==> config.mk <==
export PLATFORM = sky130hd
export DESIGN_NAME = multicycle_control_fsm_flat
export DESIGN_NICKNAME = d
export VERILOG_FILES = /design/src/rtl/multicycle_control_fsm_if.sv /design/src/rtl/multicycle_control_fsm.sv /design/src/flat_wrapper.sv
export SDC_FILE = /design/constraint.sdc
export NUM_CORES = 1
export LEC_CHECK = 0
export CORE_UTILIZATION = 34
export CTS_CLUSTER_DIAMETER = 50
export CTS_CLUSTER_SIZE = 25
export DETAILED_ROUTE_END_ITERATION = 7
export GPL_TIMING_DRIVEN = 1
export PLACE_DENSITY = 0.9
export SYNTH_ARGS = -nofsm -noshare
export SYNTH_HDL_FRONTEND = slang
export SYNTH_SLANG_ARGS = --single-unit
==> constraint.sdc <==
create_clock -name clk -period 1.85 [get_ports clk]
set_input_delay 0.37 -clock clk [delete_from_list [all_inputs] [get_ports clk]]
set_output_delay 0.37 -clock clk [all_outputs]
set_load 0.01 [all_outputs]
==> src/rtl/multicycle_control_fsm_if.sv <==
// Unified memory port handshake between the multi-cycle control FSM (master) and memory (slave).
interface multicycle_control_fsm_if;
  logic mem_req;
  logic mem_write;
  logic adr_src;
  logic mem_ready;

  modport master (output mem_req, output mem_write, output adr_src, input mem_ready);
  modport slave  (input mem_req, input mem_write, input adr_src, output mem_ready);
endinterface

==> src/rtl/multicycle_control_fsm.sv <==
// RV32I multi-cycle sequencer: FETCH/DECODE/EXECUTE/MEM/WB strobes for the datapath.
// Optional perf counters enabled by defining RV_CTRL_PERF_CNT_EN.
module multicycle_control_fsm (
  input  logic                           clk,
  input  logic                           reset,
  multicycle_control_fsm_if.master       mem,
  input  logic [6:0]                     opcode,
  input  logic [2:0]                     funct3,
  input  logic                           funct7_5,
  input  logic                           branch_cond,
  output logic                           ir_write,
  output logic                           pc_write,
  output logic                           reg_write,
  output logic [1:0]                     alu_src_a,
  output logic [1:0]                     alu_src_b,
  output logic [3:0]                     alu_ctrl,
  output logic [1:0]                     result_src,
  output logic [2:0]                     imm_src,
  output logic                           instr_done,
  output logic                           trap,
  output logic [31:0]                    cycle_count,
  output logic [31:0]                    instret_count
);

  typedef enum logic [3:0] {
    S_FETCH, S_DECODE, S_EXEC_R, S_EXEC_I, S_LUI, S_AUIPC, S_ALU_WB, S_MEM_ADDR,
    S_MEM_READ, S_MEM_WB, S_MEM_WRITE, S_BRANCH, S_JAL, S_JALR, S_JAL_LINK, S_TRAP
  } state_e;

  localparam logic [3:0] ALU_ADD = 4'd0, ALU_SUB = 4'd1, ALU_SLL = 4'd2, ALU_SLT = 4'd3,
                         ALU_SLTU = 4'd4, ALU_XOR = 4'd5, ALU_SRL = 4'd6, ALU_SRA = 4'd7,
                         ALU_OR = 4'd8, ALU_AND = 4'd9;
  localparam logic [2:0] IMM_I = 3'd0, IMM_S = 3'd1, IMM_B = 3'd2, IMM_U = 3'd3, IMM_J = 3'd4;
  localparam logic [6:0] OP_R = 7'b0110011, OP_I = 7'b0010011, OP_LOAD = 7'b0000011,
                         OP_STORE = 7'b0100011, OP_BRANCH = 7'b1100011, OP_JAL = 7'b1101111,
                         OP_JALR = 7'b1100111, OP_LUI = 7'b0110111, OP_AUIPC = 7'b0010111;

  state_e state_q, state_d;
  logic       mem_req_s, mem_write_s, adr_src_s, ir_write_s, pc_write_s, reg_write_s, instr_done_s;
  logic [1:0] alu_src_a_s, alu_src_b_s, result_src_s;
  logic [3:0] alu_ctrl_s;
  logic [2:0] imm_src_s;

  // Immediate-form ALU ops only honour funct7_5 for the arithmetic right shift.
  function automatic logic [3:0] alu_op(input logic [2:0] f3, input logic f7_5, input logic allow_sub);
    case (f3)
      3'b000:  alu_op = (allow_sub && f7_5) ? ALU_SUB : ALU_ADD;
      3'b001:  alu_op = ALU_SLL;
      3'b010:  alu_op = ALU_SLT;
      3'b011:  alu_op = ALU_SLTU;
      3'b100:  alu_op = ALU_XOR;
      3'b101:  alu_op = f7_5 ? ALU_SRA : ALU_SRL;
      3'b110:  alu_op = ALU_OR;
      3'b111:  alu_op = ALU_AND;
      default: alu_op = ALU_ADD;
    endcase
  endfunction

  // State register with synchronous active-low reset.
  always_ff @(posedge clk) begin
    if (!reset) begin
      state_q <= S_FETCH;
    end else begin
      state_q <= state_d;
    end
  end

  // Next-state and Moore/qualified strobe decode.
  always_comb begin
    state_d      = state_q;
    mem_req_s    = 1'b0;
    mem_write_s  = 1'b0;
    adr_src_s    = 1'b0;
    ir_write_s   = 1'b0;
    pc_write_s   = 1'b0;
    reg_write_s  = 1'b0;
    instr_done_s = 1'b0;
    alu_src_a_s  = 2'b00;
    alu_src_b_s  = 2'b00;
    alu_ctrl_s   = ALU_ADD;
    result_src_s = 2'b00;
    imm_src_s    = IMM_I;
    case (state_q)
      S_FETCH: begin
        mem_req_s    = 1'b1;
        alu_src_b_s  = 2'b10;
        result_src_s = 2'b10;
        if (mem.mem_ready) begin
          ir_write_s = 1'b1;
          pc_write_s = 1'b1;
          state_d    = S_DECODE;
        end else begin
          state_d    = S_FETCH;
        end
      end
      S_DECODE: begin
        alu_src_a_s = 2'b01;
        alu_src_b_s = 2'b01;
        imm_src_s   = IMM_B;
        case (opcode)
          OP_R:               state_d = S_EXEC_R;
          OP_I:               state_d = S_EXEC_I;
          OP_LOAD, OP_STORE:  state_d = S_MEM_ADDR;
          OP_BRANCH:          state_d = S_BRANCH;
          OP_JAL:             state_d = S_JAL;
          OP_JALR:            state_d = S_JALR;
          OP_LUI:             state_d = S_LUI;
          OP_AUIPC:           state_d = S_AUIPC;
          default:            state_d = S_TRAP;
        endcase
      end
      S_EXEC_R: begin
        alu_src_a_s = 2'b10;
        alu_ctrl_s  = alu_op(funct3, funct7_5, 1'b1);
        state_d     = S_ALU_WB;
      end
      S_EXEC_I: begin
        alu_src_a_s = 2'b10;
        alu_src_b_s = 2'b01;
        alu_ctrl_s  = alu_op(funct3, funct7_5, 1'b0);
        state_d     = S_ALU_WB;
      end
      S_LUI: begin
        alu_src_a_s = 2'b11;
        alu_src_b_s = 2'b01;
        imm_src_s   = IMM_U;
        state_d     = S_ALU_WB;
      end
      S_AUIPC: begin
        alu_src_a_s = 2'b01;
        alu_src_b_s = 2'b01;
        imm_src_s   = IMM_U;
        state_d     = S_ALU_WB;
      end
      S_ALU_WB: begin
        reg_write_s  = 1'b1;
        instr_done_s = 1'b1;
        state_d      = S_FETCH;
      end
      S_MEM_ADDR: begin
        alu_src_a_s = 2'b10;
        alu_src_b_s = 2'b01;
        imm_src_s   = (opcode == OP_STORE) ? IMM_S : IMM_I;
        state_d     = (opcode == OP_STORE) ? S_MEM_WRITE : S_MEM_READ;
      end
      S_MEM_READ: begin
        mem_req_s = 1'b1;
        adr_src_s = 1'b1;
        state_d   = mem.mem_ready ? S_MEM_WB : S_MEM_READ;
      end
      S_MEM_WB: begin
        reg_write_s  = 1'b1;
        result_src_s = 2'b01;
        instr_done_s = 1'b1;
        state_d      = S_FETCH;
      end
      S_MEM_WRITE: begin
        mem_req_s    = 1'b1;
        mem_write_s  = 1'b1;
        adr_src_s    = 1'b1;
        instr_done_s = mem.mem_ready;
        state_d      = mem.mem_ready ? S_FETCH : S_MEM_WRITE;
      end
      S_BRANCH: begin
        alu_src_a_s  = 2'b10;
        alu_ctrl_s   = ALU_SUB;
        imm_src_s    = IMM_B;
        pc_write_s   = branch_cond;
        instr_done_s = 1'b1;
        state_d      = S_FETCH;
      end
      S_JAL, S_JALR: begin
        alu_src_a_s  = (state_q == S_JAL) ? 2'b01 : 2'b10;
        alu_src_b_s  = 2'b01;
        imm_src_s    = (state_q == S_JAL) ? IMM_J : IMM_I;
        pc_write_s   = 1'b1;
        result_src_s = 2'b10;
        state_d      = S_JAL_LINK;
      end
      S_JAL_LINK: begin
        alu_src_a_s  = 2'b01;
        alu_src_b_s  = 2'b10;
        reg_write_s  = 1'b1;
        result_src_s = 2'b10;
        instr_done_s = 1'b1;
        state_d      = S_FETCH;
      end
      S_TRAP:  state_d = S_TRAP;
      default: state_d = S_TRAP;
    endcase
  end

  // Every strobe is forced low while reset is held, even before the state register settles.
  assign mem.mem_req   = mem_req_s & reset;
  assign mem.mem_write = mem_write_s & reset;
  assign mem.adr_src   = adr_src_s & reset;
  assign ir_write      = ir_write_s & reset;
  assign pc_write      = pc_write_s & reset;
  assign reg_write     = reg_write_s & reset;
  assign instr_done    = instr_done_s & reset;
  assign alu_src_a     = alu_src_a_s & {2{reset}};
  assign alu_src_b     = alu_src_b_s & {2{reset}};
  assign alu_ctrl      = alu_ctrl_s & {4{reset}};
  assign result_src    = result_src_s & {2{reset}};
  assign imm_src       = imm_src_s & {3{reset}};
  assign trap          = (state_q == S_TRAP) & reset;

`ifdef RV_CTRL_PERF_CNT_EN
  logic [31:0] cycle_count_q, cycle_count_d, instret_count_q, instret_count_d;

  // Counter next values; the cycle counter freezes once trapped.
  always_comb begin
    cycle_count_d   = (state_q == S_TRAP) ? cycle_count_q : cycle_count_q + 32'd1;
    instret_count_d = instr_done_s ? instret_count_q + 32'd1 : instret_count_q;
  end

  // Counter registers.
  always_ff @(posedge clk) begin
    if (!reset) begin
      cycle_count_q   <= 32'h0;
      instret_count_q <= 32'h0;
    end else begin
      cycle_count_q   <= cycle_count_d;
      instret_count_q <= instret_count_d;
    end
  end

  assign cycle_count   = cycle_count_q;
  assign instret_count = instret_count_q;
`else
  assign cycle_count   = 32'h0;
  assign instret_count = 32'h0;
`endif

endmodule

==> src/flat_wrapper.sv <==
// flat-port wrapper written by rule: the top's interface ports become plain ports
module multicycle_control_fsm_flat 
  (clk, reset, opcode, funct3, funct7_5, branch_cond, ir_write, pc_write, reg_write, alu_src_a, alu_src_b, alu_ctrl, result_src, imm_src, instr_done, trap, cycle_count, instret_count, mem_mem_req, mem_mem_write, mem_adr_src, mem_mem_ready);
  multicycle_control_fsm_if mem_i ();
  input  logic clk;
  input  logic reset;
  input  logic [6:0] opcode;
  input  logic [2:0] funct3;
  input  logic funct7_5;
  input  logic branch_cond;
  output logic ir_write;
  output logic pc_write;
  output logic reg_write;
  output logic [1:0] alu_src_a;
  output logic [1:0] alu_src_b;
  output logic [3:0] alu_ctrl;
  output logic [1:0] result_src;
  output logic [2:0] imm_src;
  output logic instr_done;
  output logic trap;
  output logic [31:0] cycle_count;
  output logic [31:0] instret_count;
  output wire logic [$bits(mem_i.mem_req)-1:0] mem_mem_req;
  output wire logic [$bits(mem_i.mem_write)-1:0] mem_mem_write;
  output wire logic [$bits(mem_i.adr_src)-1:0] mem_adr_src;
  input wire logic [$bits(mem_i.mem_ready)-1:0] mem_mem_ready;
  assign mem_mem_req = mem_i.mem_req;
  assign mem_mem_write = mem_i.mem_write;
  assign mem_adr_src = mem_i.adr_src;
  assign mem_i.mem_ready = mem_mem_ready;
  multicycle_control_fsm u_core (.clk(clk), .reset(reset), .mem(mem_i), .opcode(opcode), .funct3(funct3), .funct7_5(funct7_5), .branch_cond(branch_cond), .ir_write(ir_write), .pc_write(pc_write), .reg_write(reg_write), .alu_src_a(alu_src_a), .alu_src_b(alu_src_b), .alu_ctrl(alu_ctrl), .result_src(result_src), .imm_src(imm_src), .instr_done(instr_done), .trap(trap), .cycle_count(cycle_count), .instret_count(instret_count));
endmodule
==> results.txt <==
----------------------------------------------------
[Timing]
  Setup repair after global routing missed its margin ... yes
  Fin crit period ... 1.817 ns
  Number of setup violations in the final report ... 0
  Final worst path period share ... 0.9821
  Peak Freq ... 550.4 MHz
  Minimum setup slack in the final design ... 0.03303 ns
  Clock skew ... roughly 0.00025 ns
  Endpoints failing hold ... 0
  Number of pins with negative max-slew slack in the final report ... 0

[Power and ir drop]
  Power per cell area ... about 1200 nW/um2
  Maximum vdd ir drop ... around 0.00048 V
  Leakage Power ... 0.9155 nW
  Post-layout power ... 2.065 mW

[Synth]
  Top area cells in the synthesized netlist ... sky130_fd_sc_hd__buf_4, sky130_fd_sc_hd__dfxtp_1, sky130_fd_sc_hd__clkbuf_8, sky130_fd_sc_hd__nor2_1, sky130_fd_sc_hd__a21oi_1
  Area share of the leading cell type in the synthesized netlist ... 0.3827
  Flip-flop and latch count after synthesis ... 4
  YS warnings ... 0
  Share of flip-flops with an asynchronous set or reset ... 0
  Mapped Area ... 1275 um2
  Ranking of synthesized cells by instance count ... sky130_fd_sc_hd__buf_4, sky130_fd_sc_hd__nor2_1, sky130_fd_sc_hd__nand2_1
  Register area share after synthesis ... 0.06281
  Flip-flop cell with the highest count after synthesis ... sky130_fd_sc_hd__dfxtp_1
  Per-instance average area after synthesis ... roughly 7 um2
  Cell taking the most area after synthesis ... sky130_fd_sc_hd__buf_4
  Distinct cell type count after synthesis ... 49
  Number of instances in the synthesized netlist ... 180
  Top-count cell post-synth ... sky130_fd_sc_hd__buf_4
  Number of enable flip-flop cells after synthesis ... 0

[Clock tree]
  H-Tree Level Count ... 1
  Worst-case clock buffer depth ... 2
  Clock Latency Late Sink ... 0.22 ns
  Clock-pin slew of the registers on the worst-case setup and hold paths ... 0.03 ns
  Root buffer cell ... sky130_fd_sc_hd__clkbuf_8
  CTS tree ... done
  TritonCTS buffer count ... 3
  Clock sink total ... 4

[Drt]
  DRT Pass-1 Iters ... 4
  Via/cell ratio ... roughly 4.4
  Final routed wire length divided by cell count ... 10.92 um
  Number of DRC violations after detailed-routing iteration 0 ... 26
  WL final ... 3.321 mm
  Final antenna-violating net count ... 0
  DRC Markers ... 0
  Number of vias after detailed routing ... 1346

[Floorplan]
  Total Die Area ... 3999 um2
  Width of the die ... 63.24 um
  Y dimension of the die ... about 63 um
  Core Rows ... 21
  Core Region ... between 3000 and 4000 um2
  Starting density of the core ... 0.3676
  Number of ports placed on the die boundary ... 100

[Placed design]
  Post-Place Setup Slack ... -0.7710 ns
  Total placed cells including tap cells ... 299
  Final HPWL DP ... roughly 2.7 mm
  Final RePlAce weighted congestion ... 0.8834
  Port Buf Inserts ... 35

[GRT]
  First-pass GRT wire length ... 5.278 mm
  Vias in the first global route ... 1238
  Remaining Overflow, GRT ... 0
  Largest net degree at the start of global routing ... 15
  Initial antenna violation count ... 0
  GRT Overall Usage ... 0.1627

[Setup path]
  Startpoint Class ... flip-flop
  Worst endpoint data arrival time ... roughly 1.5 ns
  Critical path fanouts, max ... 7
  Type of the worst setup path ... reg -> out
  CP required ... 1.48 ns
  Capturing element type of the critical path ... primary output

[Final layout]
  Number of nets in the layout ... around 280
  Antenna diode instance count ... 0
  Post-layout util ... 0.5022
  Flip-flop count of the largest register, all copies and words added ... 4
  Regs by FF count ... u_core.state_q (4)
  Growth of design area from synthesis to finish ... 36.60%
  Number of non-filler instances in the completed layout ... 304
  Biggest register ... u_core.state_q
  Share of final-layout standard cells stronger than drive strength 1 ... 0.3527

[Run]
  Max-capacitance violation count ... 0

[Min path]
  Class of the tightest hold or removal check ... in -> reg

[Status]
  Result of the run ... finished clean

----------------------------------------------------
power by group:
group / leakage, nW / switching [mW] / internal [mW]
sequential: 0.0353 / 0.0853 / 0.149
combinational: 0.859 / 0.813 / 0.834
clock: 0.0216 / 0.0457 / 0.139
total: 0.915 / 0.944 / 1.12
layout by cell type, fill, tap and decap left out, drive strengths merged, types with 2 or more instances in the layout:
cell type,netlist,routed
or3,2,2
nor2b,3,3
conb,1,64
a22oi,2,2
nand2b,4,4
a21oi,10,10
dlygate4sd2,0,15
nor2,19,19
nor3,8,8
inv,6,6
clkbuf,6,9
a31oi,3,3
dfxtp,4,4
clkdlybuf4s15,0,3
o41ai,2,2
buf,67,59
mux2i,2,2
o211ai,2,2
nand4,5,5
o21ai,4,4
nand2,10,10
layout make-up:
cell class                 instances  area (um2)
multi-input combinational        160       872.1
tap                               46       57.56
fill                             366        1727
sequential                         4       92.59
timing repair buffer              85       655.6
clock buffer                       3       41.29
inverter                           6       22.52
cells by family after synthesis:
logic type | share of synthesized area
buf+inv | 0.4701
simple gates | 0.2473
compound gates | 0.1943
flops | 0.06281
mux | 0.01570
xor+xnor | 0.006871
other cells | 0.002941
metal layers:
metal / vias up / wire length [um] / track usage / share of wire
met5: - / 0 / 0 / 0
li1: 651 / - / - / -
met1: 626 / 1305 / 0.1712 / 0.39
met2: 65 / 1756 / 0.3118 / 0.53
met4: 0 / 30 / 0.06818 / 0.0090
met3: 4 / 228 / 0.02899 / 0.069
final timing paths:
path / startpoint / endpoint / slack (ns) / cells after the start
setup / recovery: u_core.state_q[0] / alu_ctrl[0] / 0.03 / 4
hold / removal: mem_mem_ready / u_core.state_q[0] / 0.56 / 3
setup reg to reg: u_core.state_q[3] / u_core.state_q[0] / 0.48 / 5
hold reg to reg: u_core.state_q[1] / u_core.state_q[0] / 0.60 / 2
through the flow:
stage | TNS, ns | hold slack (ns) | instance area [um2]
2_1_floorplan | 0 | 0.4793 | 1511
6_report | 0 | 0.5621 | 1742
3_5_place_dp | -9.619 | 0.6564 | 1715
5_1_grt | -0.08037 | 0.5832 | 1742
3_3_place_gp | -9.500 | 0.6670 | 1715
4_1_cts | 0 | 0.5922 | 1779
timing repair:
item                                   in CTS  in global routing
gates resized for setup                    79                 16
setup endpoints to repair                  21                 10
setup buffers                               2                  0
hold buffers                                0                  0
endpoints found under the hold margin       0                  0
pin swaps                                  10                  8
worst max-delay path, stage by stage (launching register included):
cell and delay [ns]:
sky130_fd_sc_hd__dfxtp_4 0.37, sky130_fd_sc_hd__a22oi_2 0.18, sky130_fd_sc_hd__o221ai_2 0.14, sky130_fd_sc_hd__a2111oi_4 0.36
sky130_fd_sc_hd__buf_2 0.18
(Power assumes the default switching activity.)
